<file path="src/rtl/ltssm_pkg.sv">
// Shared LTSSM types and default counts for the Polling sequencer.
package ltssm_pkg;

  typedef enum logic [1:0] {
    P_IDLE   = 2'd0,
    P_ACTIVE = 2'd1,
    P_CONFIG = 2'd2
  } polling_st_e;

  typedef enum logic {
    OS_TS1 = 1'b0,
    OS_TS2 = 1'b1
  } os_type_e;

  localparam int POLL_RX_CONSEC  = 8;
  localparam int POLL_TX_TS1_MIN = 1024;
  localparam int POLL_TX_TS2_MIN = 16;

  function automatic int max_int(input int a, input int b);
    return (a > b) ? a : b;
  endfunction

endpackage

</file>
<file path="src/rtl/polling_lane_cnt.sv">
// Per-lane saturating ordered-set counter; clear beats increment.
module polling_lane_cnt #(
  parameter int MAX = 8
) (
  input  logic clk_i,
  input  logic rst_ni,
  input  logic inc_i,
  input  logic clr_i,
  output logic sat_o
);
  localparam int W = $clog2(MAX + 1);
  localparam logic [W-1:0] CMAX = W'(MAX);

  logic [W-1:0] cnt_q;

  always_ff @(posedge clk_i or negedge rst_ni) begin
    if (!rst_ni)                     cnt_q <= '0;
    else if (clr_i)                  cnt_q <= '0;
    else if (inc_i && cnt_q != CMAX) cnt_q <= cnt_q + 1'b1;
  end

  assign sat_o = (cnt_q == CMAX);

endmodule

</file>
<file path="src/rtl/control_polling.sv">
// LTSSM Polling sub-state sequencer (IDLE -> ACTIVE -> CONFIG).
// Define POLLING_PARTIAL_LANES_EN to fall back to the trained lane subset on ACTIVE timeout.
module control_polling import ltssm_pkg::*; #(
  parameter int NUM_LANES          = 1,
  parameter int RX_CONSEC          = POLL_RX_CONSEC,
  parameter int TX_TS1_MIN         = POLL_TX_TS1_MIN,
  parameter int TX_TS2_MIN         = POLL_TX_TS2_MIN,
  parameter int ACTIVE_TIMEOUT_CYC = 24000,
  parameter int CONFIG_TIMEOUT_CYC = 48000
) (
  input  logic                 clk_i,
  input  logic                 rst_ni,
  input  logic                 start_i,
  input  logic                 abort_i,
  input  logic [NUM_LANES-1:0] lanes_detected_i,
  input  logic [NUM_LANES-1:0] rx_ts1_i,
  input  logic [NUM_LANES-1:0] rx_ts2_i,
  output logic                 os_tx_req_o,
  output logic                 os_tx_ts2_o,
  input  logic                 os_tx_ack_i,
  output logic [NUM_LANES-1:0] lanes_o,
  output logic                 active_o,
  output logic                 done_o,
  output logic                 timeout_o,
  output logic [1:0]           state_o
);
  localparam int TW = $clog2(max_int(ACTIVE_TIMEOUT_CYC, CONFIG_TIMEOUT_CYC) + 1);
  localparam int XW = $clog2(max_int(TX_TS1_MIN, TX_TS2_MIN) + 1);
  localparam logic [XW-1:0] TX1   = XW'(TX_TS1_MIN);
  localparam logic [XW-1:0] TX2   = XW'(TX_TS2_MIN);
  localparam logic [TW-1:0] TMO_A = TW'(ACTIVE_TIMEOUT_CYC - 1);
  localparam logic [TW-1:0] TMO_C = TW'(CONFIG_TIMEOUT_CYC - 1);

  polling_st_e          state_q, state_d;
  logic [NUM_LANES-1:0] lanes_q, lanes_d;
  logic [NUM_LANES-1:0] lane_inc, lane_clr, lane_sat;
  logic [TW-1:0]        timer_q;
  logic [XW-1:0]        tx_cnt_q, tx_tgt;
  logic                 ts2_seen_q, done_q, to_q, done_d, to_d;
  logic                 all_sat, clr_all, tx_en;

  // Lanes outside the active mask count as satisfied.
  assign all_sat = &(lane_sat | ~lanes_q);
  assign tx_tgt  = (state_q == P_ACTIVE) ? TX1 : TX2;

  always_comb begin
    state_d = state_q;
    lanes_d = lanes_q;
    done_d  = 1'b0;
    to_d    = 1'b0;
    unique case (state_q)
      P_IDLE: begin
        if (start_i && !abort_i) begin
          if (|lanes_detected_i) begin
            state_d = P_ACTIVE;
            lanes_d = lanes_detected_i;
          end else begin
            to_d = 1'b1;
          end
        end
      end
      P_ACTIVE: begin
        if (abort_i) begin
          state_d = P_IDLE;
          lanes_d = '0;
        end else if (all_sat && tx_cnt_q == TX1) begin
          state_d = P_CONFIG;
        end else if (timer_q == TMO_A) begin
`ifdef POLLING_PARTIAL_LANES_EN
          if (tx_cnt_q == TX1 && |(lane_sat & lanes_q)) begin
            state_d = P_CONFIG;
            lanes_d = lane_sat & lanes_q;
          end else begin
            state_d = P_IDLE;
            lanes_d = '0;
            to_d    = 1'b1;
          end
`else
          state_d = P_IDLE;
          lanes_d = '0;
          to_d    = 1'b1;
`endif
        end
      end
      P_CONFIG: begin
        if (abort_i) begin
          state_d = P_IDLE;
          lanes_d = '0;
        end else if (all_sat && tx_cnt_q == TX2) begin
          state_d = P_IDLE;
          lanes_d = '0;
          done_d  = 1'b1;
        end else if (timer_q == TMO_C) begin
          state_d = P_IDLE;
          lanes_d = '0;
          to_d    = 1'b1;
        end
      end
      default: begin
        state_d = P_IDLE;
        lanes_d = '0;
      end
    endcase
  end

  // Any state change restarts every counter; IDLE holds them at zero.
  assign clr_all = (state_d != state_q) || (state_q == P_IDLE);
  assign tx_en   = os_tx_ack_i && tx_cnt_q != tx_tgt &&
                   ((state_q == P_ACTIVE) || (state_q == P_CONFIG && ts2_seen_q));

  always_comb begin
    lane_inc = '0;
    lane_clr = '0;
    if (clr_all) begin
      lane_clr = '1;
    end else if (state_q == P_ACTIVE) begin
      lane_inc = (rx_ts1_i | rx_ts2_i) & lanes_q;
    end else if (state_q == P_CONFIG) begin
      lane_inc = rx_ts2_i & lanes_q;
      lane_clr = rx_ts1_i & lanes_q;
    end
  end

  for (genvar i = 0; i < NUM_LANES; i++) begin : g_lane
    polling_lane_cnt #(.MAX(RX_CONSEC)) u_cnt (
      .clk_i  (clk_i),
      .rst_ni (rst_ni),
      .inc_i  (lane_inc[i]),
      .clr_i  (lane_clr[i]),
      .sat_o  (lane_sat[i])
    );
  end

  always_ff @(posedge clk_i or negedge rst_ni) begin
    if (!rst_ni) begin
      state_q    <= P_IDLE;
      lanes_q    <= '0;
      timer_q    <= '0;
      tx_cnt_q   <= '0;
      ts2_seen_q <= 1'b0;
      done_q     <= 1'b0;
      to_q       <= 1'b0;
    end else begin
      state_q <= state_d;
      lanes_q <= lanes_d;
      done_q  <= done_d;
      to_q    <= to_d;
      if (clr_all) begin
        timer_q    <= '0;
        tx_cnt_q   <= '0;
        ts2_seen_q <= 1'b0;
      end else begin
        timer_q <= timer_q + 1'b1;
        if (tx_en) tx_cnt_q <= tx_cnt_q + 1'b1;
        if (state_q == P_CONFIG && |(rx_ts2_i & lanes_q)) ts2_seen_q <= 1'b1;
      end
    end
  end

  assign os_tx_req_o = (state_q != P_IDLE);
  assign os_tx_ts2_o = (state_q == P_CONFIG) ? OS_TS2 : OS_TS1;
  assign active_o    = (state_q != P_IDLE);
  assign lanes_o     = lanes_q;
  assign done_o      = done_q;
  assign timeout_o   = to_q;
  assign state_o     = state_q;

endmodule

</file>
<file path="config.mk">
export PLATFORM = sky130hd
export DESIGN_NAME = control_polling
export DESIGN_NICKNAME = d
export VERILOG_FILES = /design/src/rtl/ltssm_pkg.sv /design/src/rtl/polling_lane_cnt.sv /design/src/rtl/control_polling.sv
export SDC_FILE = /design/constraint.sdc
export NUM_CORES = 1
export LEC_CHECK = 0
export BUFFER_PORTS_ARGS = -buffer_cell sky130_fd_sc_hd__clkbuf_2
export CORE_MARGIN = 5
export CORE_UTILIZATION = 40
export DETAILED_ROUTE_END_ITERATION = 12
export SYNTH_ARGS = -nofsm -noshare
export SYNTH_HDL_FRONTEND = slang
export SYNTH_SLANG_ARGS = --single-unit
</file>
<file path="constraint.sdc">
create_clock -name clk_i -period 2.6 [get_ports clk_i]
set_input_delay 0.39 -clock clk_i [delete_from_list [all_inputs] [get_ports clk_i]]
set_output_delay 0.39 -clock clk_i [all_outputs]
set_load 0.1 [all_outputs]
</file>
# Yosys cells after proc, flatten, opt, wreduce, memory -nomap -nowiden
# Cells that the tools add are included.
[totals] ff_bits=37 input_bits=8 out_inout_bits=8 wordCells=94
[classes] addsub=3 eq_ne=15 muxes=45 n_bitwise=6 n_reduce_logical=17
[ops] operator="11-bit 2-to-1 mux" count=3
[ops] operator="1-bit 2-to-1 mux" count=28
[ops] operator="16-bit by 1-bit adder with 16-bit output, second input constant" count=1
[ops] operator="16-bit by 15-bit equality test with 1-bit output, second input constant" count=1
[ops] operator="16-bit equality test, second input constant" count=1
[ops] operator="16-bit 2-to-1 mux" count=1
[ops] operator="2-bit 2-to-1 mux" count=8
[ops] operator="11-bit by 1-bit adder with 11-bit output, second input constant" count=1
[ops] operator="11-bit equality test, second input constant" count=1
[ops] operator="11-bit by 5-bit equality test with 1-bit output, second input constant" count=1
[ops] operator="11-bit inequality test" count=1
[ops] operator="1-bit logical AND" count=8
[ops] operator="4-bit 2-to-1 mux" count=2
[ops] operator="4-bit inequality test, second input constant" count=2
[ops] operator="2-bit nonzero test" count=4
[ops] operator="1-bit one-hot mux with 3 select lines" count=2
[ops] operator="2-bit one-hot mux with 3 select lines" count=1
[ops] operator="5-bit AND reduction" count=1
[ops] operator="4-bit by 1-bit adder with 4-bit output, second input constant" count=1
[ops] operator="4-bit equality test, second input constant" count=1
[ops] operator="2-bit inequality test, second input constant" count=2
[ops] operator="1-bit bitwise AND" count=3
[ops] operator="3-bit by 2-bit inequality test with 1-bit output, second input constant" count=1
[ops] operator="3-bit inequality test, second input constant" count=1
[ops] operator="other kinds (8)" count=10

# Logic depth before layout (Yosys ltp)
[depth] depth_word=12 ltp_mapped=8 depth_no_buf=7

# Hierarchy
# Synthesis repeated with hierarchy kept, for this count alone.
[hier_totals] hier_cells=212 area_unflattened_um2=2087.0
[modules_own_cells] mod="control_polling" n_inst=1 cells_each=188 area_per_inst_um2=1854.3 seq_area_each_um2=825.8
[modules_own_cells] mod="polling_lane_cnt" n_inst=1 cells_each=24 area_per_inst_um2=232.7 seq_area_each_um2=100.1

# Least setup slack after synthesis
# OpenSTA, ideal clock, no wires.
[synth_timing] kind="reg2reg" from="reg state_q[1], in the netlist state_o[1]" to="reg g_lane[0].u_cnt.cnt_q[3]" setup_time_ns=0.128 arrival_time_ns=2.854 t_required_ns=2.472 path_slack_ns=-0.382 path_stages_with_launch=4 path_buffers=0 synth_period_minus_slack_ns=2.982 path_cell_list="dfrtp_1 -> nor2b_1 -> and3_1 -> nor3_1"
[synth_via] elab_chain_len=9 elab_cells_between_ends=23 cone_classes="eq/ne (3); mux (16); reduce/logical (4)"
[synth_rtl] element="start: declaration" line="control_polling.sv:34" text="polling_st_e state_q, state_d;"
[synth_rtl] element="start signal: assignment" line="control_polling.sv:144" text="state_q <= state_d;"
[synth_rtl] element="2-bit 2-to-1 mux, on equally long branches" line="control_polling.sv:93, control_polling.sv:68"
[synth_rtl] element="2-bit 2-to-1 mux, on equally long branches" line="control_polling.sv:89, control_polling.sv:66"
[synth_rtl] element="2-bit 2-to-1 mux, on equally long branches" line="control_polling.sv:86, control_polling.sv:63"
[synth_rtl] element="2-bit one-hot mux with 3 select lines" line="control_polling.sv:51" text="unique case (state_q)"
[synth_rtl] element="2-bit inequality test" line="control_polling.sv:107" text="assign clr_all = (state_d != state_q) || (state_q == P_IDLE);"
[synth_rtl] element="1-bit logical OR" line="control_polling.sv:107"
[synth_rtl] element="1-bit 2-to-1 mux" line="control_polling.sv:114" text="if (clr_all) begin"
[synth_rtl] element="1-bit logical AND" line="polling_lane_cnt.sv:19" text="else if (inc_i && cnt_q != CMAX) cnt_q <= cnt_q + 1'b1;"
[synth_rtl] element="2-bit nonzero test (no line)"
[synth_rtl] element="end signal: assignment" line="polling_lane_cnt.sv:19"
[synth_rtl] element="end: declaration" line="polling_lane_cnt.sv:14" text="logic [W-1:0] cnt_q;"
# Parallel ways exist; a longest one is shown, timed or not.
# A chain may end at the register's enable or synchronous reset.

# Worst setup path in the final report
[layout_timing] from="reg tx_cnt_q[0]" to="reg timer_q[3]"
[layout_via] elab_chain_len=8 elab_cells_between_ends=12 cone_classes="eq/ne (3); mux (6); reduce/logical (3)"
[layout_rtl] element="start: declaration" line="control_polling.sv:38" text="logic [XW-1:0] tx_cnt_q, tx_tgt;"
[layout_rtl] element="start signal: assignment" line="control_polling.sv:154" text="if (tx_en) tx_cnt_q <= tx_cnt_q + 1'b1;"
[layout_rtl] element="11-bit by 5-bit equality test with 1-bit output or 11-bit equality test (tied branches)" line="control_polling.sv:89, control_polling.sv:66"
[layout_rtl] element="1-bit logical AND, on equally long branches" line="control_polling.sv:89, control_polling.sv:66"
[layout_rtl] element="2-bit 2-to-1 mux, on equally long branches" line="control_polling.sv:89, control_polling.sv:66"
[layout_rtl] element="2-bit 2-to-1 mux, on equally long branches" line="control_polling.sv:86, control_polling.sv:63"
[layout_rtl] element="2-bit one-hot mux with 3 select lines (*)" line="control_polling.sv:51"
[layout_rtl] element="2-bit inequality test (*)" line="control_polling.sv:107"
[layout_rtl] element="1-bit logical OR (*)" line="control_polling.sv:107"
[layout_rtl] element="16-bit 2-to-1 mux (*)" line="control_polling.sv:148" text="if (clr_all) begin"
[layout_rtl] element="end signal: assignment" line="control_polling.sv:153" text="timer_q <= timer_q + 1'b1;"
[layout_rtl] element="end: declaration" line="control_polling.sv:37" text="logic [TW-1:0] timer_q;"
# Every way passes the cells marked *; elsewhere a longest branch is shown, timed or not.

==> flow_metrics.env <==
export IMPL_status="completed"
export IMPL_cts_max_level=2
export IMPL_finalWeightedCongestion=0.828
export IMPL_slew_limit_headroom=0.399
export IMPL_fin_crit_sh=0.918
export IMPL_finalSetupViolations=0
export IMPL_synth_edf_count=0
export IMPL_timing_final_max_slew_violations=0
export IMPL_clkTransAtPathRegs_ns=0.07
export IMPL_clock_skew_final_ns=0.00696
export IMPL_synthFlopType="dfrtp_1"
export IMPL_grt_total_usage=0.132
export IMPL_syn_inst=200
export IMPL_synth_async_reset_ratio=1.00
export IMPL_gr_total_overflow=0
export IMPL_max_cap_violations=0
export IMPL_rrSetupSlack_ns=0.21
export IMPL_area_delta_synth_final_pct=10.8
export IMPL_numCtsBuffers=5
export IMPL_fmax_ghz=0.419
export IMPL_final_cell_mix="37 x dfrtp_1, 20 x nor2_1, 15 x clkbuf_2"
export IMPL_initial_core_util=0.420
export IMPL_drive_above_1_share=0.204
export IMPL_clockRootBuffer="clkbuf_8"
export IMPL_ys_seq_area_frac=0.461
export IMPL_path_class="flip-flop to flip-flop"
export IMPL_synth_area_um2=2010
export IMPL_postRouteAntennaNets=0
export IMPL_io_pins=16
export IMPL_startpoint="tx_cnt_q[0]"
export IMPL_p_per_area_nw_per_um2=498
export IMPL_viasPerCell=4.99
export IMPL_drtIter0Drc=68
export IMPL_ctsHoldBuffers=0
export IMPL_cp_end_kind="flip-flop"
export IMPL_synth_warnings=0
export IMPL_cp_start_kind="flip-flop"
export IMPL_fin_nets=233
export IMPL_finalSetupTns_ns=0
export IMPL_io_buffers=15
export IMPL_die_x_um=80.9
export IMPL_reg2reg_from="tx_cnt_q[0]"
export IMPL_period_needed_ns=2.39
export IMPL_worstPathRequired_ns=2.77
export IMPL_grt_pass1_vias=1426
export IMPL_cts_setup_buffers=0
export IMPL_core_area_um2=4790
export IMPL_cts_resized=0
export IMPL_syn_num_nets=213
export IMPL_min_path_type="primary input to asynchronous set/reset pin"
export IMPL_crit_arrival_ns=2.56
export IMPL_ys_types=40
export IMPL_dp_hpwl_um=2730
export IMPL_cts_tree="yes"
export IMPL_drtPass1Iterations=4
export IMPL_wirelength_um=3770
export IMPL_grt_max_degree=38
export IMPL_endpoint="timer_q[3]"
export IMPL_rows=25
export IMPL_peakVddDrop_v=0.000337
export IMPL_die_area_um2=6540
export IMPL_grt_pass1_wl_um=6660
export IMPL_rsz0062_at_grt="no"
export IMPL_worstReg2RegEnd="timer_q[3]"
export IMPL_post_synth_cell_area_avg_um2=10.0
export IMPL_synth_seq_cells=37
export IMPL_antenna_found_initial=0
export IMPL_worst_pin_slew_ns=0.901
export IMPL_crit_path_max_fanout=15
export IMPL_hold_viol=0
export IMPL_insertion_delay_ns=0.29
export IMPL_wl_per_cell_um=13.1
export IMPL_drc_errors=0
export IMPL_final_util=0.465
export IMPL_p_leak_nw=0.937
export IMPL_r2r_cells=8
export IMPL_dr_total_vias=1438
export IMPL_cts_sinks=37
export IMPL_cts_buffer_depth=2
export IMPL_fp_dieH_um=80.9
export IMPL_final_common_cell="dfrtp_1"
export IMPL_num_antenna_cells=0
-- synthesized netlist by cell type, types with 2 or more instances --
cell type / n / area (um2)
a211oi_1: 2 / 15.0
a21oi_1: 5 / 25.0
a31oi_1: 2 / 12.5
and2b_2: 2 / 17.5
and3_1: 6 / 37.5
and4_1: 2 / 17.5
buf_6: 3 / 33.8
dfrtp_1: 37 / 926
ha_1: 5 / 62.6
inv_1: 9 / 33.8
mux2i_1: 3 / 30.0
nand2_1: 13 / 48.8
nand2b_1: 2 / 12.5
nand3_1: 12 / 60.1
nand3b_1: 4 / 30.0
nand4_1: 3 / 18.8
nand4b_1: 2 / 17.5
nor2_1: 20 / 75.1
nor2_2: 10 / 62.6
nor2b_1: 2 / 12.5
nor3_1: 6 / 30.0
nor3b_1: 4 / 30.0
nor4_1: 2 / 12.5
o211ai_1: 2 / 15.0
or2_2: 2 / 12.5
or4b_1: 2 / 20.0
xnor2_1: 12 / 105
xor2_1: 14 / 123
-- cells by family (layout without fill, tap and decap cells) --
logic type      after synthesis  in the layout  synth area share
simple gates                 97             97             0.270
compound gates               19             19            0.0716
mux                           3              3            0.0150
buf+inv                      13             34            0.0374
fa+ha+maj                     5              5            0.0312
flops                        37             37             0.461
xor+xnor                     26             26             0.113
-- power breakdown --
| part | internal (mW) | switching [mW] | total, mW |
|---|---|---|---|
| combinational | 0.0275 | 0.106 | 0.134 |
| sequential | 0.582 | 0.0102 | 0.592 |
| clock | 0.186 | 0.197 | 0.383 |
| total | 0.795 | 0.314 | 1.11 |
-- state kept, by name, indices dropped and copies added (netlist names) --
name,cells
timer_q,16
tx_cnt_q,11
g_lane.u_cnt.cnt_q,4
state_o,2
done_o,1
lanes_o,1
timeout_o,1
ts2_seen_q,1
-- critical path, cell delays in order, from the launching register on --
cell and delay [ns]:
dfrtp_1 0.40, inv_1 0.10, ha_1 0.15, or4b_1 0.48, a211oi_2 0.37, a21oi_1 0.19
a21oi_4 0.24, buf_4 0.26, nor2_1 0.07
-- worst min-delay path by stage --
stage	slack, ns	end	start
2_1_floorplan	0.09	done_o	rst_ni
3_3_place_gp	0.49	timer_q[0]	timer_q[0]
3_5_place_dp	0.49	timer_q[0]	timer_q[0]
4_1_cts	0.26	timer_q[10]	rst_ni
5_1_grt	0.31	tx_cnt_q[7]	rst_ni
6_report	0.22	g_lane[0].u_cnt.cnt_q[2]	rst_ni
-- routing by layer --
metal  share of wire  wire length (um)  GRT usage
met5               0                 0          0
met4           0.015                55     0.0456
met3           0.044               164     0.0355
met2            0.44              1670      0.204
met1            0.50              1880      0.180
-- cell type report --
class                   count  area, um2
fillers                   476       2560
multi-input cells         150       1010
flip-flops and latches     37        926
repair buffers             17       90.1
well taps                  67       83.8
clock buffers               6       72.6
inverters                   9       33.8
clock inverters             2       10.0
-- metrics by stage --
stage	instances	instance area [um2]	setup WS [ns]	power, mW	hold WS (ns)
after floorplan	200	2010	0.135	0.706	0.0944
after global placement	280	2140	0.307	0.738	0.486
after detailed placement	280	2140	0.241	0.739	0.487
after CTS	288	2230	0.217	1.13	0.259
after global routing	288	2230	0.0990	1.16	0.306
final	288	2230	0.214	1.11	0.217
(Power assumes the default switching activity.)
